**config.mk**
```make
export PLATFORM = sky130hd
export DESIGN_NAME = uart_tx_fifo_flat
export DESIGN_NICKNAME = d
export VERILOG_FILES = /design/src/rtl/uart_tx_fifo_if.sv /design/src/rtl/uart_tx_fifo.sv /design/src/flat_wrapper.sv
export SDC_FILE = /design/constraint.sdc
export NUM_CORES = 1
export LEC_CHECK = 0
export BUFFER_PORTS_ARGS = -buffer_cell sky130_fd_sc_hd__buf_2
export CORE_ASPECT_RATIO = 1.75
export CORE_MARGIN = 1.5
export CORE_UTILIZATION = 55
export DETAILED_ROUTE_END_ITERATION = 10
export GPL_TIMING_DRIVEN = 0
export PLACE_DENSITY_LB_ADDON = 0.12
export SYNTH_ARGS = -nofsm -noshare
export SYNTH_HDL_FRONTEND = slang
export SYNTH_SLANG_ARGS = --single-unit
```
**constraint.sdc**
```tcl
create_clock -name clk -period 3.53 [get_ports clk]
set_input_delay 0.1765 -clock clk [delete_from_list [all_inputs] [get_ports clk]]
set_output_delay 0.1765 -clock clk [all_outputs]
set_load 0.005 [all_outputs]
```
**src/rtl/uart_tx_fifo_if.sv**
```systemverilog
// Write-side handshake of the UART transmitter: producer drives data/valid,
// the transmitter answers with ready (FIFO not full).
interface uart_tx_fifo_if #(
   parameter int DATA_BITS = 8
);
   logic [DATA_BITS-1:0] tx_data;
   logic                 tx_valid;
   logic                 tx_ready;

   modport master (output tx_data, output tx_valid, input  tx_ready);
   modport slave  (input  tx_data, input  tx_valid, output tx_ready);
endinterface

```
**src/rtl/uart_tx_fifo.sv**
```systemverilog
// UART transmitter fed by a small FIFO; frames are sent back-to-back while
// enable is high, with an internal baud divider that restarts every frame.
module uart_tx_fifo #(
   parameter int DATA_BITS  = 8,
   parameter int BAUD       = 9600,
   parameter int SYS_CLK    = 12000000,
   parameter int PARITY     = 0,
   parameter int STOP_BITS  = 1,
   parameter int FIFO_DEPTH = 4
) (
   input  logic                          clk,
   input  logic                          rst_n,
   input  logic                          enable_i,
   uart_tx_fifo_if.slave                 wr_if,
   output logic                          tx_wire_o,
   output logic                          busy_o,
   output logic [$clog2(FIFO_DEPTH):0]   fifo_count_o
);
   localparam int DIV = SYS_CLK / BAUD;
   localparam int CW  = $clog2(DIV);
   localparam int AW  = $clog2(FIFO_DEPTH);
   localparam int NW  = AW + 1;
   localparam int BW  = $clog2(DATA_BITS);
   localparam logic [BW-1:0] LAST_DATA = BW'(DATA_BITS - 1);
   localparam logic [BW-1:0] LAST_STOP = BW'(STOP_BITS - 1);
   localparam logic [CW-1:0] LAST_TICK = CW'(DIV - 1);

   typedef enum logic [2:0] {S_IDLE, S_START, S_DATA, S_PAR, S_STOP} state_t;

   logic [DATA_BITS-1:0] mem_q [FIFO_DEPTH];
   logic [AW-1:0]        wptr_q, rptr_q;
   logic [NW-1:0]        cnt_q, cnt_d;
   state_t               state_q, state_d;
   logic [CW-1:0]        baud_q, baud_d;
   logic [BW-1:0]        bit_q, bit_d;
   logic [DATA_BITS-1:0] shreg_q, shreg_d;
   logic                 par_q, par_d;
   logic                 wire_q, wire_d;
   logic                 push, pop, tick, can_pop, head_par;
   logic [DATA_BITS-1:0] head;

   assign wr_if.tx_ready = (cnt_q != NW'(FIFO_DEPTH));
   assign push           = wr_if.tx_valid && wr_if.tx_ready;
   assign can_pop        = enable_i && (cnt_q != '0);
   assign tick           = (baud_q == LAST_TICK);
   assign head           = mem_q[rptr_q];
   // Parity is captured at pop time because the shift register is consumed.
   assign head_par       = (PARITY == 1) ? ~^head : ^head;
   assign cnt_d          = cnt_q + NW'(push) - NW'(pop);

   assign tx_wire_o    = wire_q;
   assign busy_o       = (state_q != S_IDLE);
   assign fifo_count_o = cnt_q;

   always_ff @(posedge clk) begin
      if (push) mem_q[wptr_q] <= wr_if.tx_data;
   end

   always_comb begin
      state_d = state_q;
      baud_d  = tick ? '0 : baud_q + 1'b1;
      bit_d   = bit_q;
      shreg_d = shreg_q;
      par_d   = par_q;
      pop     = 1'b0;
      case (state_q)
         S_IDLE: begin
            baud_d = '0;
            pop    = can_pop;
         end
         S_START: if (tick) state_d = S_DATA;
         S_DATA: if (tick) begin
            shreg_d = shreg_q >> 1;
            if (bit_q == LAST_DATA) begin
               bit_d   = '0;
               state_d = (PARITY != 0) ? S_PAR : S_STOP;
            end else begin
               bit_d = bit_q + 1'b1;
            end
         end
         S_PAR: if (tick) state_d = S_STOP;
         S_STOP: if (tick) begin
            if (bit_q == LAST_STOP) begin
               bit_d   = '0;
               state_d = S_IDLE;
               pop     = can_pop;
            end else begin
               bit_d = bit_q + 1'b1;
            end
         end
         default: state_d = S_IDLE;
      endcase
      // A pop always launches a fresh frame, from IDLE or straight out of STOP.
      if (pop) begin
         state_d = S_START;
         shreg_d = head;
         par_d   = head_par;
         baud_d  = '0;
         bit_d   = '0;
      end
      case (state_d)
         S_START: wire_d = 1'b0;
         S_DATA:  wire_d = shreg_d[0];
         S_PAR:   wire_d = par_d;
         default: wire_d = 1'b1;
      endcase
   end

   always_ff @(posedge clk or negedge rst_n) begin
      if (!rst_n) begin
         wptr_q  <= '0;
         rptr_q  <= '0;
         cnt_q   <= '0;
         state_q <= S_IDLE;
         baud_q  <= '0;
         bit_q   <= '0;
         shreg_q <= '0;
         par_q   <= 1'b0;
         wire_q  <= 1'b1;
      end else begin
         if (push) wptr_q <= wptr_q + 1'b1;
         if (pop)  rptr_q <= rptr_q + 1'b1;
         cnt_q   <= cnt_d;
         state_q <= state_d;
         baud_q  <= baud_d;
         bit_q   <= bit_d;
         shreg_q <= shreg_d;
         par_q   <= par_d;
         wire_q  <= wire_d;
      end
   end
endmodule

```
**src/flat_wrapper.sv**
```systemverilog
// flat-port wrapper written by rule: the top's interface ports become plain ports
module uart_tx_fifo_flat 
#(
   parameter int DATA_BITS  = 8,
   parameter int BAUD       = 9600,
   parameter int SYS_CLK    = 12000000,
   parameter int PARITY     = 0,
   parameter int STOP_BITS  = 1,
   parameter int FIFO_DEPTH = 4
)
  (clk, rst_n, enable_i, tx_wire_o, busy_o, fifo_count_o, wr_if_tx_data, wr_if_tx_valid, wr_if_tx_ready);
  uart_tx_fifo_if #(.DATA_BITS(DATA_BITS)) wr_if_i ();
  input  logic clk;
  input  logic rst_n;
  input  logic enable_i;
  output logic tx_wire_o;
  output logic busy_o;
  output logic [$clog2(FIFO_DEPTH):0] fifo_count_o;
  input wire logic [$bits(wr_if_i.tx_data)-1:0] wr_if_tx_data;
  input wire logic [$bits(wr_if_i.tx_valid)-1:0] wr_if_tx_valid;
  output wire logic [$bits(wr_if_i.tx_ready)-1:0] wr_if_tx_ready;
  assign wr_if_i.tx_data = wr_if_tx_data;
  assign wr_if_i.tx_valid = wr_if_tx_valid;
  assign wr_if_tx_ready = wr_if_i.tx_ready;
  uart_tx_fifo #(.DATA_BITS(DATA_BITS), .BAUD(BAUD), .SYS_CLK(SYS_CLK), .PARITY(PARITY), .STOP_BITS(STOP_BITS), .FIFO_DEPTH(FIFO_DEPTH)) u_core (.clk(clk), .rst_n(rst_n), .enable_i(enable_i), .wr_if(wr_if_i), .tx_wire_o(tx_wire_o), .busy_o(busy_o), .fifo_count_o(fifo_count_o));
endmodule
```
# [After elaboration in Yosys (flattened, before gate mapping)]
# Memory sizes are Yosys's and may differ from the RTL's.
# Index checks and enable logic that the tools add are counted.
[word_totals] memories=1 inputBits=12 out_inout_bits=6 ff_bits=34 wordCells=68 mem_bits_rw=32
[classes] n_addsub=6 n_mux=27 n_reduce_logical=12 n_eq_ne=12
[mem_list] name="u_core.mem_q" words=4 width=8 read_ports=1 rd_ports_with_merged_regs=0 wr=1 line_no="uart_tx_fifo.sv:30" text="logic [DATA_BITS-1:0] mem_q [FIFO_DEPTH];"
[ops] cell="$mux 3" n=12
[ops] cell="$mux 11" n=3
[ops] cell="$mux 8" n=3
[ops] cell="$pmux 3 s5" n=1
[ops] cell="$eq 3x2->1 const B" n=4
[ops] cell="$add 11x1->11 const B" n=1
[ops] cell="$eq 11x11->1 const B" n=1
[ops] cell="$reduce_bool 3->1" n=3
[ops] cell="$reduce_xor 8->1" n=1
[ops] cell="$eq 3x1->1 const B" n=2
[ops] cell="$eq 3x3->1 const B" n=2
[ops] cell="$logic_not 3->1" n=2
[ops] cell="$ne 3x1->1 const B" n=2
[ops] cell="$pmux 3 s2" n=1
[ops] cell="$mux 1" n=5
[ops] cell="$add 2x1->2 const B" n=2
[ops] cell="$reduce_bool 2->1" n=2
[ops] cell="$add 3x1->3" n=1
[ops] cell="$add 3x1->3 const B" n=1
[ops] cell="$ne 3x3->1 const B" n=1
[ops] cell="$pmux 1 s3" n=1
[ops] cell="$reduce_and 3->1" n=1
[ops] cell="$sub 3x1->3" n=1
[ops] cell="$logic_and 1x1->1" n=2
[ops] cell="other kinds (2)" n=2

# [Longest topological paths before layout]
[depth] ltp_word=8 depth_mapped=12 mapped_depth_nobuf=11

# [Worst setup path before layout]
# OpenSTA, ideal clock, no wires.
[synth_path] kind="register to register" from="reg u_core.baud_q[1]" to="reg u_core.cnt_q[2] (netlist: u_core.fifo_count_o[2])" arrival_time_ps=2481 period_less_slack_ps=2605 slack_ps=925 t_required_ps=3406 n_path_buf=1 stages_incl_launch_ff=13 setup_ps=124 path_cell_list="dfrtp_1 inv_1 ha_1 nor4b_4 nand4_1 a21oi_1 buf_2 ha_1 inv_1 ha_1 fa_1 xnor2_1 xnor2_1"
[synth_between] elab_chain_cells=4
[synth_lines] item="start, declared" line_no="uart_tx_fifo.sv:34" text="logic [CW-1:0] baud_q, baud_d;"
[synth_lines] item="start signal, assigned" line_no="uart_tx_fifo.sv:125" text="baud_q <= baud_d;"
[synth_lines] item="$eq 11x11->1" line_no="uart_tx_fifo.sv:45" text="assign tick = (baud_q == LAST_TICK);"
[synth_lines] item="$mux 1" line_no="uart_tx_fifo.sv:82" text="S_STOP: if (tick) begin"
[synth_lines] item="$pmux 1 s2" line_no="uart_tx_fifo.sv:66" text="case (state_q)"
[synth_lines] item="named net u_core.pop" line_no="uart_tx_fifo.sv:39" text="logic push, pop, tick, can_pop, head_par;"
[synth_lines] item="$sub 3x1->3" line_no="uart_tx_fifo.sv:49" text="assign cnt_d = cnt_q + NW'(push) - NW'(pop);"
[synth_lines] item="named net u_core.cnt_d[2]" line_no="uart_tx_fifo.sv:32" text="logic [NW-1:0] cnt_q, cnt_d;"
[synth_lines] item="end signal, assigned" line_no="uart_tx_fifo.sv:123" text="cnt_q <= cnt_d;"
[synth_lines] item="end, declared" line_no="uart_tx_fifo.sv:32"
# The timed path passes the listed nets, and every way through them passes these cells.
# A chain may end at the register's enable or synchronous reset.

# [Worst setup path in the final report]
# Ends and elaborated chain as after synthesis.

==> run_results.csv <==
group,metric,value,unit
yosys,synthXorXnorAreaFrac,6.36,%
timing,minimum_clock_period_after_layout,2.97,ns
cells_and_area,drive_gt1_share,20.6,%
setup_path,start_kind,"register",
setup_path,worstPathCellList,"inv_1 > ha_1 > nor4b_4 > nand4_1 > a21oi_1 > buf_2 > ha_1 > inv_1 > ha_1 > fa_1 > xnor2_1 > xnor2_1",
drt,drcViolationCount,0,
setup_path,regToRegSetupSlack,0.56,ns
floorplan,placeableCoreArea,5300,um2
clocking,largest_buffer_count_on_any_clock_path,2,
yosys,yosysSeqAreaShare,59.9,%
setup_path,cp_slowest_cell,"dfrtp_1",
yosys,mappedNetlistNets,247,
setup_path,regToRegEndpoint,"u_core.fifo_count_o[2]$_DFF_PN0_",
global_routing,grt_max_degree,35,
floorplan,die_area,5980,um2
yosys,synth_top_area_share,31.7,%
global_routing,groute.usage.overall,19.4,%
setup_path,worstSetupEndpointType,"register",
cells_and_area,flow.area_growth_from_synthesis,13.6,%
yosys,postSynth.asyncResetShare,51.5,%
place,number_of_placed_instances_with_taps_included,314,
clocking,clk-insertion-delay-late,0.34,ns
timing,finalSetupTns,0,ns
place,place.port_buffers,17,
cells_and_area,multiInputGateArea,1120,um2
cells_and_area,finalNonFillerCells,331,
flow_run,max_cap_violations,0,
drt,wl_per_cell,14.5,um
floorplan,chipHeight,101,um
timing,final-max-slew-violation-count,0,
outcome,outcome,"completed",
drt,num_vias,1755,
setup_path,setup.worst_path.start,"u_core.baud_q[1]$_DFF_PN0_",
place,place.gp.congestion,0.792,
hold_path,hold_path_class,"in -> reg",
yosys,synthesis.area,3030,um2
clocking,holdBufCountCts,1,
timing,final_critical_path_share_of_the_clock_period,84.1,%
timing,transition_time_at_the_pin_with_the_least_slew_margin,0.751,ns
setup_path,crit_path_frequent_cell,"ha_1",
timing,final.setup_skew,0.0100,ns
setup_path,largest_stage_delay_on_the_critical_path,0.41,ns
yosys,netlist_top_cells_area,"edfxtp_1, dfrtp_1, mux4_2, xnor2_1, ha_1",
global_routing,grt_first_pass_wirelength,8360,um
place,hpwlAfterDp,3370,um
timing,hold_viol_final,0,
timing,rsz0062_at_grt,"no",
drt,firstDrtPassIters,4,
drt,first_iter_violations,98,
yosys,ys.warnings.count,0,
pwr,power.static_leakage,0.00144,uW
place,detailed_place.area,3210,um2
timing,timing.slew.headroom,49.9,%
setup_path,rr_startpoint,"u_core.baud_q[1]$_DFF_PN0_",
clocking,tritoncts,"yes",
clocking,tritoncts.num_buffers,9,
yosys,postSynth.topFlopCell,"dfrtp_1",
clocking,post-cts-setup-buffers,0,
floorplan,rows,35,
floorplan,pin_count,18,
cells_and_area,post_route_cell_area,3440,um2
setup_path,worst-endpoint-arrival,3.24,ns
pwr,ir_drop,0.495,mV
setup_path,timing.setup.critical_path_class,"reg -> reg",
timing,timing.final.setup_violations,0,
setup_path,timing.critical_path.to,"u_core.fifo_count_o[2]$_DFF_PN0_",
setup_path,timing.critical_path.fanout_max,10,
global_routing,grt_pass1_vias,1855,
cells_and_area,num-nets-final,276,
yosys,synthMuxAreaShare,9.67,%
timing,final_worst_setup_slack,0.561,ns
clocking,clk_pin_slew,0.08,ns
yosys,synth_simple_gate_area_share,11.4,%
clocking,clkSinkCount,66,
yosys,combinational_family_with_the_most_area_after_synthesis,"simple AND/OR/NAND/NOR gates",
global_routing,grt_overflow,0,
yosys,postSynthAreaPerCell,13.6,um2
yosys,post-synth-top-area-cell,"edfxtp_1",
yosys,ys_ff_latch,66,
setup_path,r2r.worst_path.cells,12,
clocking,root_buffer,"clkbuf_8",
cells_and_area,layout.filler_cells,415,
yosys,synthesis.instances,223,
pwr,power,2680,uW
drt,drt_wl_total,4810,um
floorplan,starting_density,57.1,%
timing,max_clock_freq,0.337,GHz
floorplan,die_width,59.1,um
yosys,synth_compound_area_share,4.46,%
yosys,synthDistinctLibCells,41,
global_routing,antenna_violations_before_repair,0,
pwr,power_density,778,nW/um2
clocking,ctsHtreeMaxLevel,3,
yosys,post_synth_fa_ha_maj_area_fraction,5.21,%
cells_and_area,final-seq-area,1810,um2
drt,detail_routed_via_count_per_cell,5.30,
place,post-place-ws,0.569,ns
clocking,cts_repair_resize_count,0,
drt,postRouteAntennaNets,0,
yosys,post_synth_edffs,32,
cells_and_area,antennaDiodeCount,0,
setup_path,cp_data_required_time,3.80,ns
synthesized netlist by cell type, types with 2 or more instances:
cell type	count
a21oi_1	4
and3_1	6
buf_2	3
clkbuf_1	5
dfrtp_1	33
edfxtp_1	32
ha_1	11
inv_1	12
mux2i_1	9
mux4_2	8
nand2_1	14
nand2b_1	3
nand3_1	4
nand4_1	3
nor2_1	19
nor2b_1	2
o21ai_0	8
or3_1	4
xnor2_1	17
xor2_1	5
state kept, by name (all words and copies together), names as in the netlist:
register and count:
u_core.state_q 3, u_core.baud_q 11, u_core.wptr_q 2, u_core.par_q 1
u_core.shreg_q 8, u_core.mem_q 32, u_core.rptr_q 2, u_core.fifo_count_o 3
u_core.tx_wire_o 1, u_core.bit_q 3
per-stage QoR:
stage	hold WS [ns]	utilization, %
final	0.0512	64.9
after global routing	0.0326	64.9
after CTS	0.0289	64.9
after detailed placement	0.289	60.5
after global placement	0.291	60.5
after floorplan	-0.119	-
metal layers:
| layer | up-vias | wire length [um] | GRT usage [%] |
|---|---|---|---|
| met5 | - | 0 | 0 |
| li1 | 851 | - | - |
| met3 | 4 | 142 | 5.49 |
| met4 | 0 | 55 | 8.92 |
| met1 | 868 | 1950 | 22.0 |
| met2 | 32 | 2650 | 33.0 |
report_power, final:
| group | switching (uW) | internal [uW] |
|---|---|---|
| clock | 300 | 403 |
| sequential | 120 | 1020 |
| combinational | 420 | 410 |
| total | 840 | 1840 |
layout by cell type (no fill, tap or decap), types with 2 or more instances in the layout:
cell type	synthesis	final
dfrtp_1	33	33
edfxtp_1	32	32
buf_2	3	20
nor2_1	19	19
xnor2_1	17	17
nand2_1	14	14
inv_1	12	12
ha_1	11	11
mux2i_1	9	9
clkbuf_8	0	9
mux4_2	8	8
o21ai_0	8	8
and3_1	6	6
clkbuf_1	5	5
xor2_1	5	5
a21oi_1	4	4
nand3_1	4	4
or3_1	4	4
nand4_1	3	3
nand2b_1	3	3
nor2b_1	2	2
bufinv_16	0	2
clkinvlp_4	0	2
inv_6	0	2
layout make-up:
| cell class | instances | area share, % |
|---|---|---|
| clock buffer | 9 | 3.60 |
| clock inverter | 7 | 2.95 |
| sequential | 66 | 52.7 |
| timing repair buffer | 18 | 2.76 |
| inverter | 12 | 1.31 |
| buffer | 9 | 1.31 |
| tap | 74 | 2.69 |
| multi-input combinational | 136 | 32.7 |
worst min path at each step:
stage | startpoint | to | slack, ns | depth (start not counted)
2_1_floorplan | rst_n | u_core.baud_q[0]$_DFF_PN0_ | -0.12 | 0
3_5_place_dp | rst_n | u_core.baud_q[2]$_DFF_PN0_ | 0.29 | 1
6_report | wr_if_tx_data[4] | u_core.mem_q[0][4]$_DFFE_PP_ | 0.05 | 1
5_1_grt | wr_if_tx_data[1] | u_core.mem_q[1][1]$_DFFE_PP_ | 0.03 | 1
3_3_place_gp | rst_n | u_core.baud_q[2]$_DFF_PN0_ | 0.29 | 1
4_1_cts | wr_if_tx_data[4] | u_core.mem_q[3][4]$_DFFE_PP_ | 0.03 | 1
worst max-delay path: cells and delay by family (launching register included):
family / cells / cell delay [ns]
AO/OA/AOI/OAI: 1 / 0.36
XOR/XNOR: 2 / 0.31
adder cells (fa/ha/maj): 4 / 0.84
buffers and inverters: 3 / 0.40
flip-flops: 1 / 0.41
AND/OR/NAND/NOR: 2 / 0.57
kinds of logic (layout without fill, tap and decap cells):
group | count (synthesis) | count (layout)
fa+ha+maj | 12 | 12
mux | 18 | 18
compound gates | 21 | 21
simple gates | 63 | 63
flops | 66 | 66
buf+inv | 21 | 55
xor+xnor | 22 | 22
Note: power is estimated with default switching activity, not from simulation.
